[config.mk]
export PLATFORM = sky130hd
export DESIGN_NAME = axi_lite_cfg_master_flat
export DESIGN_NICKNAME = d
export VERILOG_FILES = /design/src/rtl/rab_cfg_pkg.sv /design/src/rtl/axi_lite_cfg_master_if.sv /design/src/rtl/axi_lite_cfg_master.sv /design/src/flat_wrapper.sv
export SDC_FILE = /design/constraint.sdc
export NUM_CORES = 1
export LEC_CHECK = 0
export CORE_UTILIZATION = 25
export CTS_CLUSTER_SIZE = 24
export DETAILED_ROUTE_END_ITERATION = 16
export GPL_TIMING_DRIVEN = 0
export PLACE_DENSITY_LB_ADDON = 0.12
export RECOVER_POWER = 25
export SKIP_LAST_GASP = 1
export SLEW_MARGIN = 20
export SYNTH_ARGS = -nofsm -noshare
export SYNTH_HDL_FRONTEND = slang
export SYNTH_SLANG_ARGS = --single-unit
[constraint.sdc]
create_clock -name s_axi_aclk -period 1.95 [get_ports s_axi_aclk]
set_clock_uncertainty 0.1 [all_clocks]
set_input_delay 0.39 -clock s_axi_aclk [delete_from_list [all_inputs] [get_ports s_axi_aclk]]
set_output_delay 0.39 -clock s_axi_aclk [all_outputs]
set_load 0.02 [all_outputs]
[src/rtl/rab_cfg_pkg.sv]
// Shared definitions for the register-access configuration master.
// Holds the transaction FSM state encoding and the AXI response codes
// that the master reports back on its response channel.
package rab_cfg_pkg;

    // Transaction FSM states.
    typedef enum logic [1:0] {
        ST_IDLE  = 2'd0,
        ST_WRITE = 2'd1,
        ST_READ  = 2'd2,
        ST_RSP   = 2'd3
    } cfg_state_e;

    // AXI response codes used by the master.
    localparam logic [1:0] RESP_OKAY   = 2'b00;
    localparam logic [1:0] RESP_SLVERR = 2'b10;

endpackage : rab_cfg_pkg

[src/rtl/axi_lite_cfg_master_if.sv]
// AXI-Lite bus bundle between the configuration master and a slave.
// Ports: none (pure signal bundle).
//   modport master : drives AW/W/AR channels and B/R readies.
//   modport slave  : drives AW/W/AR readies and B/R channels.
interface axi_lite_cfg_master_if #(
    parameter int ADDR_W = 32,
    parameter int DATA_W = 32
);
    logic [ADDR_W-1:0]   m_axi_awaddr;
    logic                m_axi_awvalid;
    logic                m_axi_awready;
    logic [DATA_W-1:0]   m_axi_wdata;
    logic [DATA_W/8-1:0] m_axi_wstrb;
    logic                m_axi_wvalid;
    logic                m_axi_wready;
    logic [1:0]          m_axi_bresp;
    logic                m_axi_bvalid;
    logic                m_axi_bready;
    logic [ADDR_W-1:0]   m_axi_araddr;
    logic                m_axi_arvalid;
    logic                m_axi_arready;
    logic [DATA_W-1:0]   m_axi_rdata;
    logic [1:0]          m_axi_rresp;
    logic                m_axi_rvalid;
    logic                m_axi_rready;

    modport master (
        output m_axi_awaddr, m_axi_awvalid, m_axi_wdata, m_axi_wstrb, m_axi_wvalid,
        output m_axi_bready, m_axi_araddr, m_axi_arvalid, m_axi_rready,
        input  m_axi_awready, m_axi_wready, m_axi_bresp, m_axi_bvalid,
        input  m_axi_arready, m_axi_rdata, m_axi_rresp, m_axi_rvalid
    );

    modport slave (
        input  m_axi_awaddr, m_axi_awvalid, m_axi_wdata, m_axi_wstrb, m_axi_wvalid,
        input  m_axi_bready, m_axi_araddr, m_axi_arvalid, m_axi_rready,
        output m_axi_awready, m_axi_wready, m_axi_bresp, m_axi_bvalid,
        output m_axi_arready, m_axi_rdata, m_axi_rresp, m_axi_rvalid
    );
endinterface : axi_lite_cfg_master_if

[src/rtl/axi_lite_cfg_master.sv]
// Single-outstanding AXI-Lite master for configuration accesses.
// A command (read or write) is accepted in IDLE, issued on the AXI bus,
// and its BRESP/RRESP plus read data is presented on the response port
// until consumed. A per-transaction watchdog aborts hung accesses.
// Ports:
//   s_axi_aclk, s_axi_aresetn : clock, asynchronous active-low reset
//   cmd_*                     : command channel (valid/ready)
//   rsp_*                     : response channel (valid/ready), timeout flag
//   m_axi                     : AXI-Lite master bus (interface, master modport)
module axi_lite_cfg_master
    import rab_cfg_pkg::*;
#(
    parameter int C_AXICFG_DATA_WIDTH = 32,
    parameter int AXI_ADDR_WIDTH      = 32,
    parameter int TIMEOUT_CYCLES      = 1024
) (
    input  logic                             s_axi_aclk,
    input  logic                             s_axi_aresetn,
    input  logic                             cmd_valid,
    output logic                             cmd_ready,
    input  logic                             cmd_write,
    input  logic [AXI_ADDR_WIDTH-1:0]        cmd_addr,
    input  logic [C_AXICFG_DATA_WIDTH-1:0]   cmd_wdata,
    input  logic [C_AXICFG_DATA_WIDTH/8-1:0] cmd_wstrb,
    output logic                             rsp_valid,
    input  logic                             rsp_ready,
    output logic [C_AXICFG_DATA_WIDTH-1:0]   rsp_rdata,
    output logic [1:0]                       rsp_resp,
    output logic                             rsp_timeout,
    axi_lite_cfg_master_if.master            m_axi
);

    localparam int DW    = C_AXICFG_DATA_WIDTH;
    localparam int SW    = C_AXICFG_DATA_WIDTH / 8;
    localparam int AW    = AXI_ADDR_WIDTH;
    // Counter only needs to reach TIMEOUT_CYCLES-1 before the abort fires.
    localparam int CNT_W = (TIMEOUT_CYCLES > 1) ? $clog2(TIMEOUT_CYCLES) : 1;
    localparam logic [CNT_W-1:0] TMO_LAST =
        CNT_W'((TIMEOUT_CYCLES > 0) ? (TIMEOUT_CYCLES - 1) : 0);

    cfg_state_e        state_r, state_s;
    logic [AW-1:0]     awaddr_r, awaddr_s, araddr_r, araddr_s;
    logic [DW-1:0]     wdata_r, wdata_s, rsp_rdata_r, rsp_rdata_s;
    logic [SW-1:0]     wstrb_r, wstrb_s;
    logic              awvalid_r, awvalid_s, wvalid_r, wvalid_s;
    logic              bready_r, bready_s, arvalid_r, arvalid_s;
    logic              rready_r, rready_s;
    logic              aw_done_r, aw_done_s, w_done_r, w_done_s;
    logic              rsp_valid_r, rsp_valid_s, rsp_timeout_r, rsp_timeout_s;
    logic [1:0]        rsp_resp_r, rsp_resp_s;
    logic [CNT_W-1:0]  tmo_cnt_r, tmo_cnt_s;

    logic aw_hs_s, w_hs_s, b_hs_s, ar_hs_s, r_hs_s, tmo_hit_s, rsp_hs_s;

    assign aw_hs_s   = awvalid_r & m_axi.m_axi_awready;
    assign w_hs_s    = wvalid_r  & m_axi.m_axi_wready;
    assign b_hs_s    = bready_r  & m_axi.m_axi_bvalid;
    assign ar_hs_s   = arvalid_r & m_axi.m_axi_arready;
    assign r_hs_s    = rready_r  & m_axi.m_axi_rvalid;
    assign rsp_hs_s  = rsp_valid_r & rsp_ready;
    assign tmo_hit_s = (TIMEOUT_CYCLES != 0) && (tmo_cnt_r == TMO_LAST);

    // FSM state register.
    always_ff @(posedge s_axi_aclk or negedge s_axi_aresetn) begin
        if (!s_axi_aresetn) begin
            state_r <= ST_IDLE;
        end else begin
            state_r <= state_s;
        end
    end

    // FSM next-state logic; a completed handshake wins over a same-cycle timeout.
    always_comb begin
        state_s = state_r;
        case (state_r)
            ST_IDLE: begin
                if (cmd_valid) begin
                    state_s = cmd_write ? ST_WRITE : ST_READ;
                end else begin
                    state_s = ST_IDLE;
                end
            end
            ST_WRITE: begin
                if (b_hs_s || tmo_hit_s) begin
                    state_s = ST_RSP;
                end else begin
                    state_s = ST_WRITE;
                end
            end
            ST_READ: begin
                if (r_hs_s || tmo_hit_s) begin
                    state_s = ST_RSP;
                end else begin
                    state_s = ST_READ;
                end
            end
            ST_RSP: begin
                if (rsp_hs_s) begin
                    state_s = ST_IDLE;
                end else begin
                    state_s = ST_RSP;
                end
            end
            default: state_s = ST_IDLE;
        endcase
    end

    // Next values of every registered output and of the bookkeeping flags.
    always_comb begin
        awaddr_s      = awaddr_r;
        araddr_s      = araddr_r;
        wdata_s       = wdata_r;
        wstrb_s       = wstrb_r;
        awvalid_s     = awvalid_r;
        wvalid_s      = wvalid_r;
        bready_s      = bready_r;
        arvalid_s     = arvalid_r;
        rready_s      = rready_r;
        aw_done_s     = aw_done_r;
        w_done_s      = w_done_r;
        rsp_valid_s   = rsp_valid_r;
        rsp_rdata_s   = rsp_rdata_r;
        rsp_resp_s    = rsp_resp_r;
        rsp_timeout_s = rsp_timeout_r;
        tmo_cnt_s     = tmo_cnt_r;
        case (state_r)
            ST_IDLE: begin
                tmo_cnt_s = '0;
                aw_done_s = 1'b0;
                w_done_s  = 1'b0;
                if (cmd_valid && cmd_write) begin
                    awaddr_s  = cmd_addr;
                    wdata_s   = cmd_wdata;
                    wstrb_s   = cmd_wstrb;
                    awvalid_s = 1'b1;
                    wvalid_s  = 1'b1;
                end else if (cmd_valid) begin
                    araddr_s  = cmd_addr;
                    arvalid_s = 1'b1;
                end else begin
                    awvalid_s = 1'b0;
                    arvalid_s = 1'b0;
                end
            end
            ST_WRITE: begin
                tmo_cnt_s = tmo_cnt_r + CNT_W'(1);
                // AW and W retire independently, in either order.
                aw_done_s = aw_done_r | aw_hs_s;
                w_done_s  = w_done_r  | w_hs_s;
                awvalid_s = awvalid_r & ~m_axi.m_axi_awready;
                wvalid_s  = wvalid_r  & ~m_axi.m_axi_wready;
                if (b_hs_s) begin
                    bready_s      = 1'b0;
                    rsp_valid_s   = 1'b1;
                    rsp_resp_s    = m_axi.m_axi_bresp;
                    rsp_rdata_s   = '0;
                    rsp_timeout_s = 1'b0;
                end else if (tmo_hit_s) begin
                    // Abandon a hung slave: withdraw everything we offered.
                    awvalid_s     = 1'b0;
                    wvalid_s      = 1'b0;
                    bready_s      = 1'b0;
                    rsp_valid_s   = 1'b1;
                    rsp_resp_s    = RESP_SLVERR;
                    rsp_rdata_s   = '0;
                    rsp_timeout_s = 1'b1;
                end else begin
                    bready_s = aw_done_s & w_done_s;
                end
            end
            ST_READ: begin
                tmo_cnt_s = tmo_cnt_r + CNT_W'(1);
                arvalid_s = arvalid_r & ~m_axi.m_axi_arready;
                if (r_hs_s) begin
                    rready_s      = 1'b0;
                    rsp_valid_s   = 1'b1;
                    rsp_resp_s    = m_axi.m_axi_rresp;
                    rsp_rdata_s   = m_axi.m_axi_rdata;
                    rsp_timeout_s = 1'b0;
                end else if (tmo_hit_s) begin
                    arvalid_s     = 1'b0;
                    rready_s      = 1'b0;
                    rsp_valid_s   = 1'b1;
                    rsp_resp_s    = RESP_SLVERR;
                    rsp_rdata_s   = '0;
                    rsp_timeout_s = 1'b1;
                end else begin
                    rready_s = rready_r | ar_hs_s;
                end
            end
            ST_RSP: begin
                if (rsp_hs_s) begin
                    rsp_valid_s = 1'b0;
                    tmo_cnt_s   = '0;
                end else begin
                    rsp_valid_s = 1'b1;
                end
            end
            default: begin
                awvalid_s   = 1'b0;
                wvalid_s    = 1'b0;
                bready_s    = 1'b0;
                arvalid_s   = 1'b0;
                rready_s    = 1'b0;
                rsp_valid_s = 1'b0;
                tmo_cnt_s   = '0;
            end
        endcase
    end

    // Output and bookkeeping registers; reset clears the bus outputs too.
    always_ff @(posedge s_axi_aclk or negedge s_axi_aresetn) begin
        if (!s_axi_aresetn) begin
            awaddr_r      <= '0;
            araddr_r      <= '0;
            wdata_r       <= '0;
            wstrb_r       <= '0;
            awvalid_r     <= 1'b0;
            wvalid_r      <= 1'b0;
            bready_r      <= 1'b0;
            arvalid_r     <= 1'b0;
            rready_r      <= 1'b0;
            aw_done_r     <= 1'b0;
            w_done_r      <= 1'b0;
            rsp_valid_r   <= 1'b0;
            rsp_rdata_r   <= '0;
            rsp_resp_r    <= 2'b00;
            rsp_timeout_r <= 1'b0;
            tmo_cnt_r     <= '0;
        end else begin
            awaddr_r      <= awaddr_s;
            araddr_r      <= araddr_s;
            wdata_r       <= wdata_s;
            wstrb_r       <= wstrb_s;
            awvalid_r     <= awvalid_s;
            wvalid_r      <= wvalid_s;
            bready_r      <= bready_s;
            arvalid_r     <= arvalid_s;
            rready_r      <= rready_s;
            aw_done_r     <= aw_done_s;
            w_done_r      <= w_done_s;
            rsp_valid_r   <= rsp_valid_s;
            rsp_rdata_r   <= rsp_rdata_s;
            rsp_resp_r    <= rsp_resp_s;
            rsp_timeout_r <= rsp_timeout_s;
            tmo_cnt_r     <= tmo_cnt_s;
        end
    end

    assign cmd_ready   = (state_r == ST_IDLE);
    assign rsp_valid   = rsp_valid_r;
    assign rsp_rdata   = rsp_rdata_r;
    assign rsp_resp    = rsp_resp_r;
    assign rsp_timeout = rsp_timeout_r;

    assign m_axi.m_axi_awaddr  = awaddr_r;
    assign m_axi.m_axi_awvalid = awvalid_r;
    assign m_axi.m_axi_wdata   = wdata_r;
    assign m_axi.m_axi_wstrb   = wstrb_r;
    assign m_axi.m_axi_wvalid  = wvalid_r;
    assign m_axi.m_axi_bready  = bready_r;
    assign m_axi.m_axi_araddr  = araddr_r;
    assign m_axi.m_axi_arvalid = arvalid_r;
    assign m_axi.m_axi_rready  = rready_r;

endmodule : axi_lite_cfg_master

[src/flat_wrapper.sv]
// flat-port wrapper written by rule: the top's interface ports become plain ports
module axi_lite_cfg_master_flat import rab_cfg_pkg::*;
#(
    parameter int C_AXICFG_DATA_WIDTH = 32,
    parameter int AXI_ADDR_WIDTH      = 32,
    parameter int TIMEOUT_CYCLES      = 1024
)
  (s_axi_aclk, s_axi_aresetn, cmd_valid, cmd_ready, cmd_write, cmd_addr, cmd_wdata, cmd_wstrb, rsp_valid, rsp_ready, rsp_rdata, rsp_resp, rsp_timeout, m_axi_m_axi_awaddr, m_axi_m_axi_awvalid, m_axi_m_axi_wdata, m_axi_m_axi_wstrb, m_axi_m_axi_wvalid, m_axi_m_axi_bready, m_axi_m_axi_araddr, m_axi_m_axi_arvalid, m_axi_m_axi_rready, m_axi_m_axi_awready, m_axi_m_axi_wready, m_axi_m_axi_bresp, m_axi_m_axi_bvalid, m_axi_m_axi_arready, m_axi_m_axi_rdata, m_axi_m_axi_rresp, m_axi_m_axi_rvalid);
  axi_lite_cfg_master_if #(.ADDR_W(32), .DATA_W(32)) m_axi_i ();
  input  logic s_axi_aclk;
  input  logic s_axi_aresetn;
  input  logic cmd_valid;
  output logic cmd_ready;
  input  logic cmd_write;
  input  logic [AXI_ADDR_WIDTH-1:0] cmd_addr;
  input  logic [C_AXICFG_DATA_WIDTH-1:0] cmd_wdata;
  input  logic [C_AXICFG_DATA_WIDTH/8-1:0] cmd_wstrb;
  output logic rsp_valid;
  input  logic rsp_ready;
  output logic [C_AXICFG_DATA_WIDTH-1:0] rsp_rdata;
  output logic [1:0] rsp_resp;
  output logic rsp_timeout;
  output wire logic [$bits(m_axi_i.m_axi_awaddr)-1:0] m_axi_m_axi_awaddr;
  output wire logic [$bits(m_axi_i.m_axi_awvalid)-1:0] m_axi_m_axi_awvalid;
  output wire logic [$bits(m_axi_i.m_axi_wdata)-1:0] m_axi_m_axi_wdata;
  output wire logic [$bits(m_axi_i.m_axi_wstrb)-1:0] m_axi_m_axi_wstrb;
  output wire logic [$bits(m_axi_i.m_axi_wvalid)-1:0] m_axi_m_axi_wvalid;
  output wire logic [$bits(m_axi_i.m_axi_bready)-1:0] m_axi_m_axi_bready;
  output wire logic [$bits(m_axi_i.m_axi_araddr)-1:0] m_axi_m_axi_araddr;
  output wire logic [$bits(m_axi_i.m_axi_arvalid)-1:0] m_axi_m_axi_arvalid;
  output wire logic [$bits(m_axi_i.m_axi_rready)-1:0] m_axi_m_axi_rready;
  input wire logic [$bits(m_axi_i.m_axi_awready)-1:0] m_axi_m_axi_awready;
  input wire logic [$bits(m_axi_i.m_axi_wready)-1:0] m_axi_m_axi_wready;
  input wire logic [$bits(m_axi_i.m_axi_bresp)-1:0] m_axi_m_axi_bresp;
  input wire logic [$bits(m_axi_i.m_axi_bvalid)-1:0] m_axi_m_axi_bvalid;
  input wire logic [$bits(m_axi_i.m_axi_arready)-1:0] m_axi_m_axi_arready;
  input wire logic [$bits(m_axi_i.m_axi_rdata)-1:0] m_axi_m_axi_rdata;
  input wire logic [$bits(m_axi_i.m_axi_rresp)-1:0] m_axi_m_axi_rresp;
  input wire logic [$bits(m_axi_i.m_axi_rvalid)-1:0] m_axi_m_axi_rvalid;
  assign m_axi_m_axi_awaddr = m_axi_i.m_axi_awaddr;
  assign m_axi_m_axi_awvalid = m_axi_i.m_axi_awvalid;
  assign m_axi_m_axi_wdata = m_axi_i.m_axi_wdata;
  assign m_axi_m_axi_wstrb = m_axi_i.m_axi_wstrb;
  assign m_axi_m_axi_wvalid = m_axi_i.m_axi_wvalid;
  assign m_axi_m_axi_bready = m_axi_i.m_axi_bready;
  assign m_axi_m_axi_araddr = m_axi_i.m_axi_araddr;
  assign m_axi_m_axi_arvalid = m_axi_i.m_axi_arvalid;
  assign m_axi_m_axi_rready = m_axi_i.m_axi_rready;
  assign m_axi_i.m_axi_awready = m_axi_m_axi_awready;
  assign m_axi_i.m_axi_wready = m_axi_m_axi_wready;
  assign m_axi_i.m_axi_bresp = m_axi_m_axi_bresp;
  assign m_axi_i.m_axi_bvalid = m_axi_m_axi_bvalid;
  assign m_axi_i.m_axi_arready = m_axi_m_axi_arready;
  assign m_axi_i.m_axi_rdata = m_axi_m_axi_rdata;
  assign m_axi_i.m_axi_rresp = m_axi_m_axi_rresp;
  assign m_axi_i.m_axi_rvalid = m_axi_m_axi_rvalid;
  axi_lite_cfg_master #(.C_AXICFG_DATA_WIDTH(C_AXICFG_DATA_WIDTH), .AXI_ADDR_WIDTH(AXI_ADDR_WIDTH), .TIMEOUT_CYCLES(TIMEOUT_CYCLES)) u_core (.s_axi_aclk(s_axi_aclk), .s_axi_aresetn(s_axi_aresetn), .cmd_valid(cmd_valid), .cmd_ready(cmd_ready), .cmd_write(cmd_write), .cmd_addr(cmd_addr), .cmd_wdata(cmd_wdata), .cmd_wstrb(cmd_wstrb), .rsp_valid(rsp_valid), .rsp_ready(rsp_ready), .rsp_rdata(rsp_rdata), .rsp_resp(rsp_resp), .rsp_timeout(rsp_timeout), .m_axi(m_axi_i));
endmodule
Word-level counts from Yosys, hierarchy flattened
Index checks and enable logic that the tools add are counted.
Storage, ports and cells
  register bits: 155
  bits of input ports: 114
  output and inout bits: 142
  logic and storage cells: 102
Operators by class
  $add $sub $neg: 1
  equality and inequality tests: 8
  mux-type cells: 45
  bitwise logic cells: 17
  reduce and logical (&&, ||, !) cells: 14
Operator list (count)
  two-way mux 32 bit: 3
  one-hot mux 32 bit (2 select lines): 1
  one-hot mux 10 bit (3 select lines): 1
  two-way mux 1 bit: 23
  two-way mux 2 bit: 7
  one-hot mux 1 bit (2 select lines): 6
  adder 10 x 1 -> 10 bit, second input constant: 1
  AND 1 bit: 10
  equality test 10 bit, second input constant: 1
  two-way mux 10 bit: 1
  one-hot mux 2 bit (4 select lines): 1
  AND reduction 2 bit: 4
  nonzero test 2 bit: 3
  equality test 2 bit, second input constant: 2
  != test 2 x 1 -> 1 bit, second input constant: 2
  NOT 1 bit: 4
  one-hot mux 2 bit (2 select lines): 1
  != test 3 x 2 -> 1 bit, second input constant: 1
  OR 1 bit: 3
  one-hot mux 1 bit (3 select lines): 1
  AND reduction 3 bit: 1
  nonzero test 3 bit: 1
  equality test 2 x 1 -> 1 bit, second input constant: 1
  zero test 2 bit: 1
  other kinds (4): 5

Longest topological paths before layout
  word-level depth: 5
  depth in mapped cells: 8
  gate-level depth less buffers: 6

Worst setup path before layout
OpenSTA, ideal clock, no wires.
  path type: flip-flop to flip-flop
  start point: reg u_core.state_r[0]
  end point: reg u_core.awaddr_r[10] (netlist: u_core.m_axi.m_axi_awaddr[10])
  library setup time: 0.125 ns
  arrival: 1.864 ns
  data required time: 1.725 ns
  slack: -0.139 ns
  cell stages (with the launch flop): 7
  period minus slack after synthesis: 2.089 ns
  cell sequence: dfrtp_1 -> inv_1 -> ha_1 -> clkbuf_1 -> nand3_1 -> clkbuf_1 -> mux2_2
Between the ends
  longest elaborated chain between the ends: 2
RTL lines
  from (decl): line axi_lite_cfg_master.sv:41  | cfg_state_e state_r, state_s;
  from (signal assigned): line axi_lite_cfg_master.sv:68  | state_r <= state_s;
  zero test 2 bit
  named net cmd_ready: line flat_wrapper.sv:13  | output logic cmd_ready;
  AND reduction 2 bit (no line)
  to (signal assigned): line axi_lite_cfg_master.sv:231  | awaddr_r <= awaddr_s;
  to (decl): line axi_lite_cfg_master.sv:42  | logic [AW-1:0] awaddr_r, awaddr_s, araddr_r, araddr_s;
The timed path passes the listed nets, and every way through them passes these cells.
A chain may end at the register's enable or synchronous reset.

Final worst setup path
  start point: reg u_core.state_r[1]
  end point: out cmd_ready
Between the ends
  longest elaborated chain between the ends: 1
RTL lines
  zero test 2 bit: line axi_lite_cfg_master.sv:250  | assign cmd_ready = (state_r == ST_IDLE);
  to (decl): line flat_wrapper.sv:13
No other way between the ends.

==> reports/metrics.cfg <==
[run_status]
status = complete, no violations

[layout]
antenna_cells = 0
stdcell_count = 1106
nets = 895
drive_gt1_frac = 0.180
syn_to_final_growth_pct = 61.5

[die]
coreArea_sq_um = 23800
num_rows = 56
ios = 256
die_w_um = 159
die_h_um = 159
initial_core_util = 0.258
die_area_sq_um = 25200

[clock_network]
worst_skew_pair.late_latency_ps = 410
cts_tree = built
htreeDepth = 4
cts_buffers = 17
clock-sinks = 155
cts-root-buf = clkbuf_16
path_clk_slew_ps = 60
cts.path.max_buffers = 2

[global_route]
grtUsageTotal = 0.146
grt.overflow.total = 0
grt_pass1_vias = 4991
antenna_found_initial = 1
grt_pass1_wl_mm = 27.8
grt_max_degree = 79

[yosys]
synth_cell_type_count = 41
synthCells = 495
post-synth-top-count-cell = dfrtp_1
syn_nets = 615
synth_top_area_share = 0.632
syn_avg_cell_area_sq_um = 12.4
yosys.area.top_type = dfrtp_1
yosys_register_bits = 155
synth.area.top_cells = dfrtp_1 63%, mux2_2 12%, nand2_1 6.8%, a22o_1 4.9%, a21oi_1 1.2%
synthFlopType = dfrtp_1
syn_area_sq_um = 6140
async_reset_ff_frac = 1.00
yosysSeqAreaShare = 0.632
synth_commonest_cells = 155 x dfrtp_1, 111 x nand2_1, 68 x mux2_2
synth_edf_count = 0
yosys_warnings = 0

[power_and_ir_drop]
powerDensity_nw_per_um2 = 1580
finalPower_mw = 15.6
peakVddDrop_uv = 694
p_leak_nw = 4.51

[sta]
hold_violations = 0
drv_slew = 0
min_period_ps = 1900
max_freq_mhz = 526
fin_crit_sh = 0.976
worst_slew_pin_slew_ps = 619
rsz0062_at_grt = yes
finalSetupViolCount = 0
max-slew-margin-rel = 0.588

[setup_path]
path_max_fanout = 3
critical_path_class = reg -> out
end_kind = output port
critPathArrivalTime_ps = 1410
cp.required_ps = 1460
critPathLaunchType = flop

[placed_design]
placedCellCount = 1070
portBuffers = 255
gp_congestion = 0.791
place_hpwl_mm = 13.2

[drt]
ant_nets = 0
vias = 4907
drt-pass1-iter-count = 4
post_drt_wl_per_cell_um = 16.4
drt_iter0_drc = 222
viasPerCell = 4.44
wl_mm = 18.1
remaining_drc_errors = 0

[min_path]
min_path_type = reg -> reg

[run]
cap_violations = 0

final cells by class:
type / instances / area [sq um]
Fill cell: 2249 / 13800
Sequential cell: 155 / 3880
Timing Repair Buffer: 262 / 2670
Multi-Input combinational cell: 306 / 2160
Clock buffer: 19 / 443
Tap cell: 319 / 399
Buffer: 23 / 191
Clock inverter: 12 / 139
Inverter: 10 / 37.5
kinds of logic (layout without fill, tap and decap cells):
family | count (synthesis) | count (layout) | share of synthesized area
buffers and inverters | 34 | 326 | 0.0247
adders and majority gates | 6 | 6 | 0.0122
AOI/OAI and AO/OA | 87 | 87 | 0.103
muxes | 68 | 68 | 0.125
and+or+nand+nor | 145 | 145 | 0.103
DFF | 155 | 155 | 0.632
state kept, by name (all words and copies together) (netlist names), 2 cells and up:
register,cells
u_core.m_axi.m_axi_araddr,32
u_core.m_axi.m_axi_awaddr,32
u_core.m_axi.m_axi_wdata,32
u_core.m_axi.m_axi_wstrb,4
u_core.rsp_rdata,32
u_core.rsp_resp,2
u_core.state_r,2
u_core.tmo_cnt_r,10
placed cells by master, fill, tap and decap left out, types with 3 or more instances in the layout:
cell / instances
o22ai_1: 3
nand3_1: 4
buf_6: 10
nand2_1: 111
mux2_2: 68
inv_1: 8
ha_1: 3
a22o_1: 34
ha_2: 3
nand2b_1: 5
clkdlybuf4s50_1: 230
dfrtp_1: 155
inv_6: 3
buf_4: 4
dlymetal6s2s_1: 15
o31ai_1: 3
a21oi_1: 15
nor3_1: 3
clkinvlp_4: 3
nor2_1: 3
or3_1: 3
clkbuf_1: 3
clkbuf_16: 17
o21a_1: 3
clkbuf_4: 9
dlygate4sd2_1: 8
o21ai_0: 14
path summary, 6_finish.rpt:
path,start,end,slack [ps],cells past startpoint
max,u_core.state_r[1],cmd_ready,50,3
min,u_core.m_axi.m_axi_araddr[25],u_core.m_axi.m_axi_araddr[25],370,2
max reg2reg,u_core.state_r[1],u_core.m_axi.m_axi_awaddr[27],120,6
min reg2reg,u_core.m_axi.m_axi_araddr[25],u_core.m_axi.m_axi_araddr[25],370,2
max in group asynchronous,s_axi_aresetn,u_core.m_axi.m_axi_araddr[31],480,3
min in group asynchronous,s_axi_aresetn,u_core.m_axi.m_axi_wdata[27],440,2
per-layer routing:
metal  up-vias  track usage  wire (um)
li1       2296            -          -
met1      2400        0.176       7630
met2       196        0.232       8270
met3        13       0.0642       2070
met4         2       0.0440        142
met5         -            0         13
report_power, final:
part	total [mW]	switching, mW	internal (mW)
sequential	5.26	0.725	4.53
clock	3.32	1.39	1.93
combinational	7.04	3.50	3.54
what timing repair did:
action	CTS	global route
hold buffers	1	0
hold endpoints to repair	77	0
pin swaps	3	1
buffers inserted	5	0
resized for setup	42	36
endpoints found under the setup margin	146	143
stage by stage:
step	area [sq um]	setup slack [ps]	hold slack, ps	TNS, ps	utilization
after floorplan	6150	-50.3	-5.59	-1220	-
after global placement	9100	-6090	359	-1002240	0.383
after detailed placement	9130	-887	311	-66120	0.385
after CTS	9830	-18.8	378	-18.8	0.414
after global routing	9910	-32.1	396	-32.1	0.417
final	9910	47.6	367	0	0.417
critical path, stage by stage (launching register included):
cell             delay, ps
dfrtp_1                400
inv_1                  110
ha_2                   220
clkdlybuf4s15_2        270
Power figures use the tool's default switching activity.
